<file path="src/rtl/led_mode_controller_pkg.sv">
// Shared definitions for the LED mode controller: mode encodings and small
// pure helpers used by the FSM and the LED mapping.
package led_mode_controller_pkg;

  localparam logic [2:0] MODE_OFF   = 3'd0;
  localparam logic [2:0] MODE_SLOW  = 3'd1;
  localparam logic [2:0] MODE_FAST  = 3'd2;
  localparam logic [2:0] MODE_ALT   = 3'd3;
  localparam logic [2:0] MODE_CHASE = 3'd4;

  // Successor in the press-driven mode ring; anything unexpected falls back to OFF.
  function automatic logic [2:0] mode_succ(input logic [2:0] m);
    logic [2:0] n;
    case (m)
      MODE_OFF:   n = MODE_SLOW;
      MODE_SLOW:  n = MODE_FAST;
      MODE_FAST:  n = MODE_ALT;
      MODE_ALT:   n = MODE_CHASE;
      MODE_CHASE: n = MODE_OFF;
      default:    n = MODE_OFF;
    endcase
    return n;
  endfunction

  function automatic logic [1:0] chase_led(input logic [1:0] idx);
    logic [1:0] l;
    case (idx)
      2'd0:    l = 2'b01;
      2'd1:    l = 2'b10;
      default: l = 2'b00;
    endcase
    return l;
  endfunction

endpackage

</file>
<file path="src/rtl/led_mode_controller_btn_debounce.sv">
// Pushbutton front end: 2-flop synchronizer, stability counter and a
// registered one-cycle pulse on each accepted release-to-press transition.
module led_mode_controller_btn_debounce
  import led_mode_controller_pkg::*;
#(
  parameter int DEB_CYCLES = 1_000_000
) (
  input  logic clk,
  input  logic rst,
  input  logic btn,
  output logic press
);

  localparam int CW = (DEB_CYCLES > 1) ? $clog2(DEB_CYCLES) : 1;
  localparam logic [CW-1:0] CNT_LAST = CW'(DEB_CYCLES - 1);

  logic          sync1_r;
  logic          sync2_r;
  logic          deb_r;
  logic [CW-1:0] cnt_r;
  logic          press_r;
  logic          differ_s;
  logic          accept_s;

  assign differ_s = (sync2_r != deb_r);
  assign accept_s = differ_s && (cnt_r == CNT_LAST);

  // Synchronizer, debounce counter and press pulse. The synchronizer resets
  // high to match the debounced state, so a button held through reset is
  // never seen as a fresh press.
  always_ff @(posedge clk) begin
    if (rst) begin
      sync1_r <= 1'b1;
      sync2_r <= 1'b1;
      deb_r   <= 1'b1;
      cnt_r   <= '0;
      press_r <= 1'b0;
    end else begin
      sync1_r <= btn;
      sync2_r <= sync1_r;
      press_r <= accept_s && sync2_r;
      if (accept_s) begin
        deb_r <= sync2_r;
        cnt_r <= '0;
      end else if (differ_s) begin
        cnt_r <= cnt_r + CW'(1);
      end else begin
        cnt_r <= '0;
      end
    end
  end

  assign press = press_r;

endmodule

</file>
<file path="src/rtl/led_mode_controller.sv">
// Steps the two board LEDs through OFF/SLOW/FAST/ALT/CHASE blink patterns,
// one mode per debounced button press, timed by a shared two-stage prescaler.
module led_mode_controller
  import led_mode_controller_pkg::*;
#(
  parameter int FAST_DIV   = 12_500_000,
  parameter int SLOW_MULT  = 4,
  parameter int DEB_CYCLES = 1_000_000
) (
  input  logic       clk,
  input  logic       rst,
  input  logic       btn,
  output logic [1:0] LED,
  output logic [2:0] mode,
  output logic       advance
);

  localparam int FW = (FAST_DIV > 1) ? $clog2(FAST_DIV) : 1;
  localparam int SW = (SLOW_MULT > 1) ? $clog2(SLOW_MULT) : 1;
  localparam logic [FW-1:0] FAST_LAST = FW'(FAST_DIV - 1);
  localparam logic [SW-1:0] SLOW_LAST = SW'(SLOW_MULT - 1);

  logic          advance_s;
  logic [FW-1:0] fast_cnt_r;
  logic [SW-1:0] slow_cnt_r;
  logic          fast_tick_s;
  logic          slow_tick_s;
  logic          p_fast_r;
  logic          p_slow_r;
  logic [1:0]    chase_idx_r;
  logic [2:0]    state_r;
  logic [2:0]    state_nxt_s;
  logic [1:0]    led_nxt_s;
  logic [1:0]    led_r;

  led_mode_controller_btn_debounce #(
    .DEB_CYCLES(DEB_CYCLES)
  ) u_debounce (
    .clk  (clk),
    .rst  (rst),
    .btn  (btn),
    .press(advance_s)
  );

  assign fast_tick_s = (fast_cnt_r == FAST_LAST);
  assign slow_tick_s = fast_tick_s && (slow_cnt_r == SLOW_LAST);

  // Prescaler and pattern phase; a press restarts every pattern at phase 0
  // and swallows any tick landing in the same cycle.
  always_ff @(posedge clk) begin
    if (rst || advance_s) begin
      fast_cnt_r  <= '0;
      slow_cnt_r  <= '0;
      p_fast_r    <= 1'b0;
      p_slow_r    <= 1'b0;
      chase_idx_r <= 2'd0;
    end else if (fast_tick_s) begin
      fast_cnt_r  <= '0;
      p_fast_r    <= ~p_fast_r;
      chase_idx_r <= (chase_idx_r == 2'd2) ? 2'd0 : chase_idx_r + 2'd1;
      if (slow_tick_s) begin
        slow_cnt_r <= '0;
        p_slow_r   <= ~p_slow_r;
      end else begin
        slow_cnt_r <= slow_cnt_r + SW'(1);
      end
    end else begin
      fast_cnt_r <= fast_cnt_r + FW'(1);
    end
  end

  // Mode state register.
  always_ff @(posedge clk) begin
    if (rst) begin
      state_r <= MODE_OFF;
    end else begin
      state_r <= state_nxt_s;
    end
  end

  // Next mode: step on a press; stray encodings recover to OFF unconditionally.
  always_comb begin
    state_nxt_s = MODE_OFF;
    case (state_r)
      MODE_OFF, MODE_SLOW, MODE_FAST, MODE_ALT, MODE_CHASE: begin
        if (advance_s) begin
          state_nxt_s = mode_succ(state_r);
        end else begin
          state_nxt_s = state_r;
        end
      end
      default: state_nxt_s = MODE_OFF;
    endcase
  end

  // LED pattern selected by the current mode and phase bits.
  always_comb begin
    led_nxt_s = 2'b00;
    case (state_r)
      MODE_OFF:   led_nxt_s = 2'b00;
      MODE_SLOW:  led_nxt_s = {p_slow_r, p_slow_r};
      MODE_FAST:  led_nxt_s = {p_fast_r, p_fast_r};
      MODE_ALT:   led_nxt_s = {~p_slow_r, p_slow_r};
      MODE_CHASE: led_nxt_s = chase_led(chase_idx_r);
      default:    led_nxt_s = 2'b00;
    endcase
  end

  // Registered LED drive.
  always_ff @(posedge clk) begin
    if (rst) begin
      led_r <= 2'b00;
    end else begin
      led_r <= led_nxt_s;
    end
  end

  assign LED     = led_r;
  assign mode    = state_r;
  assign advance = advance_s;

endmodule

</file>
<file path="config.mk">
export PLATFORM = sky130hd
export DESIGN_NAME = led_mode_controller
export DESIGN_NICKNAME = d
export VERILOG_FILES = /design/src/rtl/led_mode_controller_pkg.sv /design/src/rtl/led_mode_controller_btn_debounce.sv /design/src/rtl/led_mode_controller.sv
export SDC_FILE = /design/constraint.sdc
export NUM_CORES = 1
export LEC_CHECK = 0
export BUFFER_PORTS_ARGS = -buffer_cell sky130_fd_sc_hd__buf_2
export CORE_MARGIN = 1
export CORE_UTILIZATION = 35
export DETAILED_ROUTE_END_ITERATION = 8
export PLACE_DENSITY = 0.49
export SKIP_CTS_REPAIR_TIMING = 1
export SYNTH_ARGS = -nofsm -noshare
export SYNTH_HDL_FRONTEND = slang
export SYNTH_SLANG_ARGS = --single-unit
</file>
<file path="constraint.sdc">
create_clock -name clk -period 4.8 [get_ports clk]
set_input_delay 0.72 -clock clk [delete_from_list [all_inputs] [get_ports clk]]
set_output_delay 0.72 -clock clk [all_outputs]
set_load 0.005 [all_outputs]
</file>
# Word level (Yosys, flattened, before mapping)

Cells that the tools add are included.

Add/sub/neg operators: 4
Equal/unequal tests: 10
Multiplexer cells: 5
Bitwise operators: 4
Reductions and logical operators: 11

Operators with widths:

| cell                    | count |
|---|---|
| $add A24 B1 Y24 const B | 1 |
| $eq A24 B24 Y1 const B  | 1 |
| $add A20 B1 Y20 const B | 1 |
| $eq A20 B20 Y1 const B  | 1 |
| $pmux W3 S4             | 1 |
| $pmux W2 S4             | 1 |
| $eq A3 B2 Y1 const B    | 2 |
| $reduce_or A5 Y1        | 1 |
| $add A2 B1 Y2 const B   | 2 |
| $eq A2 B2 Y1 const B    | 2 |
| $mux W2                 | 2 |
| $not A1 Y1              | 4 |
| $pmux W2 S2             | 1 |
| $reduce_or A2 Y1        | 2 |
| $eq A3 B1 Y1 const B    | 1 |
| $eq A3 B3 Y1 const B    | 1 |
| $logic_and A1 B1 Y1     | 3 |
| $logic_not A3 Y1        | 1 |
| $reduce_or A3 Y1        | 1 |
| $eq A2 B1 Y1 const B    | 1 |
| $logic_not A2 Y1        | 1 |
| $reduce_and A2 Y1       | 1 |
| $logic_or A1 B1 Y1      | 1 |
| $ne A1 B1 Y1            | 1 |

Bits in registers: 59
Bits of input ports: 3
Output and inout bits: 6
Word-level logic and storage cells: 46

# Longest topological paths before layout

Gate-level depths: netlist of the first run.

Depth in word-level cells: 4
Mapped depth: 7
Mapped depth without buffers: 5

# By module

From an unflattened synthesis of the first run, not the netlist that was laid out.

Cells, all modules: 306
Area, all modules: 2663.8 um^2

Modules (own cells, without submodules):

| module                           | times used | cells each | area an instance (um^2) | seq. area each (um^2) |
|---|---|---|---|---|
| led_mode_controller              | 1          | 190        | 1602.8                  | 700.7 |
| led_mode_controller_btn_debounce | 1          | 116        | 1061.0                  | 480.5 |

# Worst setup path before layout of the first run

No wires, ideal clock.

Kind: reg2reg
From: register fast_cnt_r[16]
To: register p_slow_r
Setup time: 0.070 ns
Arrival: 1.932 ns
Required time: 4.730 ns
Setup slack: 2.798 ns
Stages on the path, launching flop included: 7
Path buffers: 2
Period minus slack after synthesis: 2.002 ns
Cells stage by stage: dfxtp_1 -> buf_6 -> or4b_1 -> or3_1 -> buf_2 -> or4_1 -> a21oi_1

Word-level cells in the longest chain between the ends: 3

RTL lines:

| what                                 | RTL line                  | RTL |
|---|---|---|
| start, declared                      | led_mode_controller.sv:24 | `logic [FW-1:0] fast_cnt_r;` |
| start signal, assigned               | led_mode_controller.sv:68 | `fast_cnt_r <= fast_cnt_r + FW'(1);` |
| $eq A24 B24 Y1 *                     | led_mode_controller.sv:45 | `assign fast_tick_s = (fast_cnt_r == FAST_LAST);` |
| $logic_and A1 B1 Y1                  | led_mode_controller.sv:46 | `assign slow_tick_s = fast_tick_s && (slow_cnt_r == SLOW_LAST);` |
| $reduce_and A2 Y1 (no source line) * | --                        |  |
| end signal, assigned                 | led_mode_controller.sv:63 | `p_slow_r <= ~p_slow_r;` |
| end, declared                        | led_mode_controller.sv:29 | `logic p_slow_r;` |

Every way passes the cells marked *; elsewhere a longest branch is shown, timed or not.
A chain may end at the register's enable or synchronous reset.

# Worst setup path after layout of the first run

From: register fast_cnt_r[16]
To: register fast_cnt_r[10]

Word-level cells in the longest chain between the ends: 2

RTL lines:

| what                              | RTL line |
|---|---|
| $eq A24 B24 Y1                    | led_mode_controller.sv:45 |
| $reduce_or A2 Y1 (no source line) | -- |

Every way passes these cells.

==> results of run 1 <==
-- cell type report --
| class | count | area, um^2 |
|---|---|---|
| Clock inverter | 3 | 68.8 |
| Clock buffer | 13 | 169 |
| Multi-Input combinational cell | 229 | 1390 |
| Inverter | 11 | 41.3 |
| Tap cell | 99 | 124 |
| Timing Repair Buffer | 8 | 40.0 |
| Fill cell | 740 | 4310 |
| Sequential cell | 59 | 1180 |
-- layer usage --
layer  vias to the layer above  routed length (um)  global-route usage (%)
met1                       997                2680                    17.3
met4                         0                  61                    5.34
met3                         5                 197                    6.46
met5                         -                   0                       0
met2                        30                2240                    22.9
li1                       1125                   -                       -
-- cell usage after synthesis --
cell,count
or4b_1,1
a21o_1,2
nor2b_1,1
o21ai_0,13
xor2_1,7
nor4bb_1,1
or2_2,3
a211o_1,1
nor2_1,41
buf_2,4
nor4_1,9
inv_1,11
o21bai_2,1
o31ai_1,2
and4_1,3
xnor2_1,26
clkbuf_1,6
nand3_1,16
or4_1,6
nor3b_1,2
buf_6,1
nand2b_1,1
ha_1,3
and2_1,1
or3_1,10
nor3_1,12
nand3b_1,3
a21oi_1,21
nand4_1,13
o21ai_2,1
and3_1,6
a41o_1,1
nor4b_1,2
nand2_1,13
nand4b_1,6
dfxtp_1,59
or4b_2,1
-- path summary, 6_finish.rpt --
path	startpoint	to	slack, ns	depth (start not counted)
setup reg to reg	fast_cnt_r[16]	fast_cnt_r[10]	2.34	4
hold / removal	u_debounce.sync1_r	u_debounce.sync2_r	0.43	1
hold reg to reg	u_debounce.sync1_r	u_debounce.sync2_r	0.43	1
setup / recovery	fast_cnt_r[16]	fast_cnt_r[10]	2.34	4
-- placed cells by master (no fill, tap or decap), drive strengths merged, types with 3 or more instances in the layout --
cell type	instances
inv	11
buf	8
dfxtp	59
or2	3
xnor2	26
and4	3
nand2	13
nand3b	3
nor4	9
and3	6
or4	6
xor2	7
o21ai	14
nor3	12
clkbuf	13
nand3	16
nand4b	6
or3	10
a21oi	21
nand4	13
ha	3
nor2	41
-- sequential cells by signal, indices dropped and copies added, names as in the netlist --
name                count
fast_cnt_r             24
u_debounce.cnt_r       20
mode                    3
LED                     2
chase_idx_r             2
slow_cnt_r              2
p_fast_r                1
p_slow_r                1
u_debounce.deb_r        1
u_debounce.press        1
u_debounce.sync1_r      1
u_debounce.sync2_r      1
-- through the flow --
stage | std cells | cell area [um^2] | power [mW] | util (%) | hold slack [ns]
2_1_floorplan | 310 | 2670 | 0.517 | - | 0.389
3_3_place_gp | 406 | 2780 | 0.520 | 37.9 | 0.404
3_5_place_dp | 406 | 2780 | 0.520 | 37.9 | 0.407
4_1_cts | 422 | 3020 | 1.05 | 41.2 | 0.427
5_1_grt | 422 | 3020 | 1.08 | 41.2 | 0.462
6_report | 422 | 3020 | 1.04 | 41.2 | 0.427
-- power by group through the flow --
| stage | clock network [mW] | logic (mW) | registers, mW |
|---|---|---|---|
| after floorplan | 0 | 0.0109 | 0.506 |
| after global placement | 0 | 0.0136 | 0.506 |
| after detailed placement | 0 | 0.0135 | 0.507 |
| after CTS | 0.543 | 0.0137 | 0.495 |
| after global routing | 0.569 | 0.0155 | 0.496 |
| final | 0.527 | 0.0133 | 0.495 |
-- worst max-delay path, stage by stage (launching register included) --
cell      delay, ns
dfxtp_1        0.37
or4b_1         0.52
or3_1          0.45
o21bai_2       0.85
nor2_1         0.11
-- kinds of logic (layout without fill, tap and decap cells) --
kind of cell / after synthesis / count (layout) / synth area share, %
and+or+nand+nor: 151 / 151 / 31.0
DFF: 59 / 59 / 44.3
AOI/OAI and AO/OA: 42 / 42 / 8.95
xor gates and xnor gates: 33 / 33 / 10.8
buffers and inverters: 22 / 35 / 3.56
adders and majority gates: 3 / 3 / 1.41
==> impl_metrics.ini, run 1 <==
[status]
status = completed

[sta]
slew_headroom_pct = 32.4
setup_violations = 0
rsz0062_at_grt = false
period_needed_ns = 2.46
fmax_ghz = 0.407
maxSlewViolCount = 0
period_share_pct = 51.2
hold_violations = 0
setup_slack_ns = 2.34
finClkSkew_ns = 0.0121
final.setup.tns_ns = 0
tightest_slew_ns = 1.01

[yosys]
ys_warn_count = 0
yosys.area.top_type_share_pct = 44.3
synthTopCellsByArea = dfxtp_1, xnor2_1, nor2_1
synth_largest_area_cell = dfxtp_1
synth_fp_nets = 316
synth-seq-cells = 59
syn_area_per_cell_um2 = 8.61
ys_types = 37
syn_inst = 310
synthesis.area_um2 = 2670
ys_seq_area_share_pct = 44.3

[floorplanning]
initial_core_util_pct = 36.4
io_pins = 9
num_rows = 31
dieArea_um2 = 7980
die_y_um = 89.3
die_w_um = 89.3
core_area_um2 = 7330

[worst_setup_path]
critPathLaunchType = flip-flop
crit_type = flip-flop to flip-flop
cp.required_ns = 4.98
cp_max_fo = 24
cp-end-kind = flip-flop
arrival_ns = 2.63

[cts]
clk_path_buf_depth = 2
root_buffer = clkbuf_8
clk_latency_ns = 0.34
clock_sinks = 59
cts_max_level = 3
cts_buffers = 9
cts_tree = done
cts.clk_slew.worst_paths_ns = 0.07

[grt]
grt_overflow_total = 0
grt_pass1_vias = 1900
grt_pass1_wl_mm = 8.65
grt_max_degree = 25
grt_usage_pct = 14.5
antenna_found_initial = 0

[routing]
drt_iter0_drc = 90
drc_errors = 0
vias_per_cell = 5.11
totalWireLength_mm = 5.18
detail_route.wl_per_cell_um = 12.3
ant_nets = 0
num_vias = 2157
drtPass1Iterations = 4

[finish]
drive_gt1_share_pct = 8.98
diodes = 0
area_growth_pct = 13.0
nets = 324

[power]
seqPwrFrac_pct = 47.9
p_int_mw = 0.833
pwr-share-comb_pct = 1.3
power.switching_mw = 0.202
switching_share_pct = 19.5
ir_drop_mv = 0.153
p_per_area_nw_per_um2 = 343
p_leak_nw = 0.925
clkPwrFrac_pct = 50.9

[placement]
gp_congestion = 0.746
io_buffers = 8
hpwlAfterDp_mm = 3.48
dpl_worst_slack_ns = 2.28

[worst_hold_path]
holdCritPathClass = flip-flop to flip-flop

[run]
cap_violations = 0
Note: power is estimated with default switching activity, not from simulation.
==> inputs of run 2 (changes only) <==
Clock period 4.8 ns to 2.4 ns, I/O delays scaled along.
==> impl_metrics.ini, run 2 (synthesis gave the netlist of run 1 again) <==
[worst_hold_path]
holdCritPathClass = input pin to flip-flop

[cts]
cts.clk_slew.worst_paths_ns = 0.07
clock_sinks = 59
clk_path_buf_depth = 2
clk_latency_ns = 0.33
cts_tree = done
cts_max_level = 3
cts_buffers = 9
root_buffer = clkbuf_8

[sta]
setup_violations = 0
maxSlewViolCount = 0
final.setup.tns_ns = 0
finClkSkew_ns = 0.0112
rsz0062_at_grt = false
period_share_pct = 86.1
period_needed_ns = 2.07
hold_violations = 0
fmax_ghz = 0.484
slew_headroom_pct = 67.3
tightest_slew_ns = 0.486

[finish]
largest_reg_flops = 24
area_growth_pct = 12.9
drive_gt1_share_pct = 10.6
seqCellArea_um2 = 1180
fin_cells = 428
nets = 331
multi_input_area_um2 = 1390
mostFrequentLayoutCell = dfxtp_1
top_register = fast_cnt_r
layout_common_cells = dfxtp_1, nor2_1, xnor2_1
diodes = 0
n_fill_cell = 763

[worst_setup_path]
cp_max_fo = 10
crit_slowest_cell = or4b_1
critPathMaxStageDelay_ns = 0.52
cp-end-kind = flip-flop
crit_path_cell_trace = or4b_1 -> or3_1 -> or4_1 -> a21oi_1
critPathLaunchType = flip-flop
crit_type = flip-flop to flip-flop
arrival_ns = 2.33
cp.required_ns = 2.67

[routing]
num_vias = 2127
totalWireLength_mm = 5.22
detail_route.wl_per_cell_um = 12.2
drtPass1Iterations = 4
drt_iter0_drc = 56
vias_per_cell = 4.97
drc_errors = 0
ant_nets = 0

[floorplanning]
die_y_um = 89.3
die_w_um = 89.3
core_area_um2 = 7330
io_pins = 9
dieArea_um2 = 7980
num_rows = 31
initial_core_util_pct = 36.4

[power]
ir_drop_mv = 0.320
p_per_area_nw_per_um2 = 621
power_mw = 1.87
p_leak_nw = 0.925

[grt]
grt_usage_pct = 14.2
grt_pass1_vias = 1924
grt_overflow_total = 0
antenna_found_initial = 0
grt_max_degree = 20
grt_pass1_wl_mm = 8.51

[placement]
io_buffers = 8
dp.cells = 413
hpwlAfterDp_mm = 3.68
gp_congestion = 0.799

[run]
cap_violations = 0

[status]
status = completed
[run 2: critical path, delay by kind of cell (launching register included)]
family,cells,cell delay (ns)
flip-flops,1,0.38
AO/OA/AOI/OAI,1,0.14
AND/OR/NAND/NOR,3,1.47
[run 2: power by group]
part | switching, mW | internal [mW]
Combinational | 0.0183 | 0.0111
Sequential | 0.00557 | 0.985
Clock | 0.382 | 0.470
[run 2: path summary, 6_finish.rpt]
check / slack (ns) / cells past startpoint / start / to
max: 0.33 / 4 / fast_cnt_r[16] / p_slow_r
min: 0.21 / 2 / btn / u_debounce.sync1_r
max reg2reg: 0.33 / 4 / fast_cnt_r[16] / p_slow_r
min reg2reg: 0.42 / 1 / u_debounce.sync1_r / u_debounce.sync2_r
[run 2: area by class of cell]
class,instances,area share [%]
Multi-Input combinational cell,229,46.2
Sequential cell,59,39.2
Clock buffer,10,4.23
Tap cell,99,4.11
Timing Repair Buffer,15,3.07
Clock inverter,5,1.83
Inverter,11,1.37
[run 2: stage by stage]
stage	worst slack, ns	hold WS [ns]	util, %	area (um^2)
after floorplan	0.398	0.389	-	2670
after global placement	0.368	0.405	38.6	2830
after detailed placement	0.354	0.410	38.6	2830
after CTS	0.332	0.195	41.1	3010
after global routing	0.221	0.182	41.1	3010
final	0.334	0.207	41.1	3010
[run 2: per-layer routing]
metal  track usage [%]  vias to the layer above  wire (um)
met5                 0                        -          0
met4              4.76                        0         65
met3              5.82                        7        137
met2              23.2                       16       2310
met1              16.8                      970       2710
li1                  -                     1134          -
